### src/rtl/spi_slave_rx.sv
// SPI slave receiver: oversamples sclk/cs/mosi in the clk domain, deserialises
// MSB-first words and queues them in a show-ahead FIFO with valid/ready output.
module spi_slave_rx #(
    parameter int WIDTH       = 12,
    parameter int DEPTH       = 4,
    parameter int LEAD_IN     = 1,
    parameter int SYNC_STAGES = 2
) (
    input  logic                       clk,
    input  logic                       rst_n,
    input  logic                       sclk,
    input  logic                       cs,
    input  logic                       mosi,
    output logic [WIDTH-1:0]           dout,
    output logic                       dout_valid,
    input  logic                       dout_ready,
    output logic [$clog2(DEPTH):0]     fifo_count,
    output logic                       frame_err,
    output logic                       overflow,
    input  logic                       ovf_clr
);
    localparam int AW = $clog2(DEPTH);
    localparam int CW = AW + 1;
    localparam int LW = (LEAD_IN > 0) ? $clog2(LEAD_IN + 1) : 1;
    localparam int BW = $clog2(WIDTH);

    typedef enum logic [2:0] {WAIT_IDLE, IDLE, LEAD, SHIFT, HOLD} state_t;

    logic [SYNC_STAGES-1:0] sclk_sync_q, cs_sync_q, mosi_sync_q, flush_q;
    logic                   sclk_prev_q;
    logic                   sclk_s, cs_s, mosi_s, fall, sync_ready;

    state_t            state_q, state_d;
    logic [LW-1:0]     lead_cnt_q, lead_cnt_d;
    logic [BW-1:0]     bit_cnt_q, bit_cnt_d;
    logic [WIDTH-1:0]  shreg_q, shreg_d;
    logic              push_req_q, push_req_d;
    logic              frame_err_q, frame_err_d;

    logic [WIDTH-1:0]  mem_q [DEPTH];
    logic [AW-1:0]     wr_ptr_q, rd_ptr_q;
    logic [CW-1:0]     count_q;
    logic              overflow_q;
    logic              full, empty, do_push, do_pop;

    // flush_q fills with ones once the sync chains hold real pin samples, so the
    // reset value of the cs chain cannot release WAIT_IDLE in the middle of a frame.
    always_ff @(posedge clk or negedge rst_n) begin
        if (!rst_n) begin
            sclk_sync_q <= '0;
            cs_sync_q   <= '1;
            mosi_sync_q <= '0;
            flush_q     <= '0;
            sclk_prev_q <= 1'b0;
        end else begin
            sclk_sync_q[0] <= sclk;
            cs_sync_q[0]   <= cs;
            mosi_sync_q[0] <= mosi;
            flush_q[0]     <= 1'b1;
            for (int i = 1; i < SYNC_STAGES; i++) begin
                sclk_sync_q[i] <= sclk_sync_q[i-1];
                cs_sync_q[i]   <= cs_sync_q[i-1];
                mosi_sync_q[i] <= mosi_sync_q[i-1];
                flush_q[i]     <= flush_q[i-1];
            end
            sclk_prev_q <= sclk_sync_q[SYNC_STAGES-1];
        end
    end

    assign sclk_s     = sclk_sync_q[SYNC_STAGES-1];
    assign cs_s       = cs_sync_q[SYNC_STAGES-1];
    assign mosi_s     = mosi_sync_q[SYNC_STAGES-1];
    assign sync_ready = flush_q[SYNC_STAGES-1];
    assign fall       = sclk_prev_q & ~sclk_s;

    always_comb begin
        state_d     = state_q;
        lead_cnt_d  = lead_cnt_q;
        bit_cnt_d   = bit_cnt_q;
        shreg_d     = shreg_q;
        push_req_d  = 1'b0;
        frame_err_d = 1'b0;
        case (state_q)
            WAIT_IDLE: if (sync_ready && cs_s) state_d = IDLE;
            IDLE: begin
                if (!cs_s) begin
                    lead_cnt_d = '0;
                    bit_cnt_d  = '0;
                    state_d    = (LEAD_IN == 0) ? SHIFT : LEAD;
                end
            end
            LEAD: begin
                // cs release wins over a coincident fall
                if (cs_s) begin
                    frame_err_d = 1'b1;
                    state_d     = IDLE;
                end else if (fall) begin
                    lead_cnt_d = lead_cnt_q + LW'(1);
                    if (lead_cnt_q + LW'(1) == LW'(LEAD_IN)) state_d = SHIFT;
                end
            end
            SHIFT: begin
                if (cs_s) begin
                    frame_err_d = 1'b1;
                    state_d     = IDLE;
                end else if (fall) begin
                    shreg_d   = {shreg_q[WIDTH-2:0], mosi_s};
                    bit_cnt_d = bit_cnt_q + BW'(1);
                    if (bit_cnt_q == BW'(WIDTH - 1)) begin
                        push_req_d = 1'b1;
                        state_d    = HOLD;
                    end
                end
            end
            HOLD:    if (cs_s) state_d = IDLE;
            default: state_d = WAIT_IDLE;
        endcase
    end

    always_ff @(posedge clk or negedge rst_n) begin
        if (!rst_n) begin
            state_q     <= WAIT_IDLE;
            lead_cnt_q  <= '0;
            bit_cnt_q   <= '0;
            shreg_q     <= '0;
            push_req_q  <= 1'b0;
            frame_err_q <= 1'b0;
        end else begin
            state_q     <= state_d;
            lead_cnt_q  <= lead_cnt_d;
            bit_cnt_q   <= bit_cnt_d;
            shreg_q     <= shreg_d;
            push_req_q  <= push_req_d;
            frame_err_q <= frame_err_d;
        end
    end

    assign full    = (count_q == CW'(DEPTH));
    assign empty   = (count_q == '0);
    assign do_pop  = dout_ready && !empty;
    // a full FIFO still accepts the word when the head leaves in the same cycle
    assign do_push = push_req_q && (!full || do_pop);

    always_ff @(posedge clk) begin
        if (do_push) mem_q[wr_ptr_q] <= shreg_q;
    end

    always_ff @(posedge clk or negedge rst_n) begin
        if (!rst_n) begin
            wr_ptr_q   <= '0;
            rd_ptr_q   <= '0;
            count_q    <= '0;
            overflow_q <= 1'b0;
        end else begin
            if (do_push) wr_ptr_q <= wr_ptr_q + AW'(1);
            if (do_pop)  rd_ptr_q <= rd_ptr_q + AW'(1);
            case ({do_push, do_pop})
                2'b10:   count_q <= count_q + CW'(1);
                2'b01:   count_q <= count_q - CW'(1);
                default: count_q <= count_q;
            endcase
            if (push_req_q && full && !do_pop) overflow_q <= 1'b1;
            else if (ovf_clr)                  overflow_q <= 1'b0;
        end
    end

    assign dout       = empty ? '0 : mem_q[rd_ptr_q];
    assign dout_valid = !empty;
    assign fifo_count = count_q;
    assign frame_err  = frame_err_q;
    assign overflow   = overflow_q;
endmodule

### config.mk
export PLATFORM = sky130hd
export DESIGN_NAME = spi_slave_rx
export DESIGN_NICKNAME = d
export VERILOG_FILES = /design/src/rtl/spi_slave_rx.sv
export SDC_FILE = /design/constraint.sdc
export NUM_CORES = 1
export LEC_CHECK = 0
export ABC_AREA = 1
export CORE_AREA = 8 8 119 121
export DETAILED_ROUTE_END_ITERATION = 10
export DIE_AREA = 0 0 127 129
export PLACE_DENSITY = 0.43
export SLEW_MARGIN = 20
export SYNTH_ARGS = -nofsm -noshare
export SYNTH_HDL_FRONTEND = slang
export SYNTH_SLANG_ARGS = --single-unit
### constraint.sdc
create_clock -name clk -period 2.9 [get_ports clk]
set_input_delay 0.58 -clock clk [delete_from_list [all_inputs] [get_ports clk]]
set_output_delay 0.58 -clock clk [all_outputs]
set_load 0.01 [all_outputs]
==> impl_metrics.toml <==
[setup_path]
ff2ff_setup_slack_ns = 1.23
end_kind = "output port"
r2r_cells = 5
path_max_fanout = 12
timing.rr.end = "bit_cnt_q[0]"
r2r-start = "state_q[2]"
arrival_ns = 2.01
worstSetupStartpointType = "flip-flop"
crit_type = "flip-flop to output port"
cp-startpoint = "fifo_count[0]"
required_ns = 2.32

[global_route]
use_met2_pct = 15.3
use_met1_pct = 11.0
gr-max-usage-layer = "met2"
grt_overflow = 0
grt_pass1_vias = 2266
grtUsageMet3_pct = 2.65
antenna_found_initial = 0
grt_pass1_wl_mm = 11.7
grt_start_max_net_pins = 40
track_usage_pct = 9.33

[yosys]
synthTopCellsByArea = "edfxtp_1 40%, dfrtp_1 26%, nor2_1 6.5%, nand2_1 4.5%, o21ai_0 3.9%"
syn-mean-instance-area_um2 = 10.7
yosysSeqAreaShare_pct = 67.0
synthCells = 337
yosys.area.top_type = "edfxtp_1"
syn-num-nets = 350
ys_ff_latch = 87
synth-warning-count = 0
syn_area_um2 = 3610
synth.top_cell.area_share_pct = 39.9
synth_cell_type_count = 29

[timing]
hold_slack_ns = 0.347
fin_crit_ns = 2.59
drv_slew = 0
tns_ns = 0
slew_headroom_pct = 39.6
rsz0062_at_grt = "false"
setup_viol = 0
fmax_mhz = 385
period_share_pct = 89.5
fin_skew_ns = 0.00828
final_hold_viol_count = 0
worst_pin_slew_ns = 0.907

[final_layout]
stdcell_area_um2 = 4320
mostFrequentLayoutCell = "nor2_1"
diodes = 0
syn_to_final_growth_pct = 19.6
final_cell_mix = "63 x nor2_1, 48 x edfxtp_1, 43 x nand2_1, 37 x dfrtp_1, 30 x inv_1"
instances_no_fill = 523
drive_above_1_share_pct = 8.85
finalNetCount = 381

[placed_design]
hpwl_mm = 4.65
placed_cell_area_um2 = 4030
port_buffers = 24
finalWeightedCongestion = 0.751
dpl.cell_count = 507

[detailed_routing]
drc_errors = 0
drtPass1Iterations = 4
ant_nets = 0
drt_iter0_drc = 138
wl_mm = 7.17
wl_per_cell_um = 13.7
viasPerCell = 4.47
vias = 2337

[clocking]
tritoncts = "done"
cts_resized = 0
cts_made_buffers = 9
post_cts_buffers = 0
root_buffer = "clkbuf_16"
clk_latency_ns = 0.34
cts_buffer_depth = 2
ctsHoldBuffers = 0
cts.sinks = 87
cts.htree.levels = 3
clk_pin_slew_ns = 0.06

[power]
leakage_nw = 1.79
power_density_nw_per_um2 = 915
pwr-share-clk_pct = 28.7
power_frac_comb_pct = 32.0
p_switching_mw = 1.29
swShare_pct = 32.7
p_int_mw = 2.66
irDropWorstVdd_mv = 0.359
seqPwrFrac_pct = 39.3

[worst_hold_path]
hold_start = "flush_q[0]"
hold_depth = 0
hp-class = "flip-flop to flip-flop"
whs_endpoint = "flush_q[1]"

[floorplanning]
start_util_pct = 29.3
die-area_um2 = 16400
io_pins = 25
std_cell_rows = 41
die_h_um = 129
core_um2 = 12300
die_w_um = 127

[run]
maxCapViolations = 0

[status]
status = "finished, final reports clean"
[worst max-delay path: stages, from the launching register on]
cell	delay (ns)
dfrtp_1	0.42
nor2_2	0.15
nand2_2	0.11
inv_1	0.38
a21oi_1	0.11
clkdlybuf4s50_1	0.51
[per-layer routing]
metal  share of wire (%)  up-vias
met5                   0        -
met4                 1.6        0
met3                 4.2        9
met2                  48       31
met1                  47     1104
li1                    -     1193
[synth_stat cells]
library cell,n
ha_1,5
inv_1,30
buf_4,1
nor2_1,63
a21oi_1,17
nand4_1,7
dfrtp_1,37
dfstp_2,2
o21ai_0,28
o22ai_1,1
nor3_1,1
nand3b_1,1
nor3_4,1
nand2_4,1
nor2_2,3
nand2_2,3
o21ai_1,1
buf_6,1
inv_2,1
fa_1,1
xor2_1,4
nand3_1,25
buf_2,4
nand2_1,43
clkbuf_1,5
nor2_4,1
a31oi_1,1
conb_1,1
edfxtp_1,48
[worst max path at each step]
stage / endpoint / slack (ns)
global placement: dout[9] / 0.63
global route: dout[9] / 0.13
floorplan: mem_q[0][0] / 1.15
CTS: dout[9] / 0.25
detailed placement: dout[9] / 0.62
finish: dout[9] / 0.31
[registers in the layout, summed over array words and instances, names as in the netlist, 3 cells and up]
name	cells
fifo_count	3
bit_cnt_q	4
shreg_q	12
mem_q	48
state_q	3
[cell families after synthesis]
group                      synth area share, %
buffers and inverters                     4.81
other                                    0.104
adders and majority gates                 2.29
xor gates and xnor gates                 0.969
DFF                                       67.0
AOI/OAI and AO/OA                         6.72
and+or+nand+nor                           18.1
[power by group through the flow]
stage                     combinational [mW]  sequential (mW)  clock [mW]
final                                   1.27             1.55        1.14
after global routing                    1.43             1.57        1.21
after CTS                               1.30             1.55        1.17
after detailed placement                1.30             1.58           0
after global placement                  1.30             1.58           0
after floorplan                        0.767             1.55           0
[final cells by class]
class	count	area [um^2]
Clock buffer	11	233
Inverter	31	116
Tap cell	150	188
Clock inverter	5	57.6
Fill cell	1232	7990
Multi-Input combinational cell	208	1020
Timing Repair Buffer	31	288
Sequential cell	87	2420
[through the flow]
| step | power (mW) | setup slack (ns) | utilization [%] |
|---|---|---|---|
| after global placement | 2.88 | 0.629 | 32.7 |
| after global routing | 4.21 | 0.130 | 35.1 |
| after floorplan | 2.32 | 1.15 | - |
| final | 3.95 | 0.306 | 35.1 |
| after CTS | 4.03 | 0.252 | 35.1 |
| after detailed placement | 2.88 | 0.617 | 32.7 |
(Power assumes the default switching activity.)
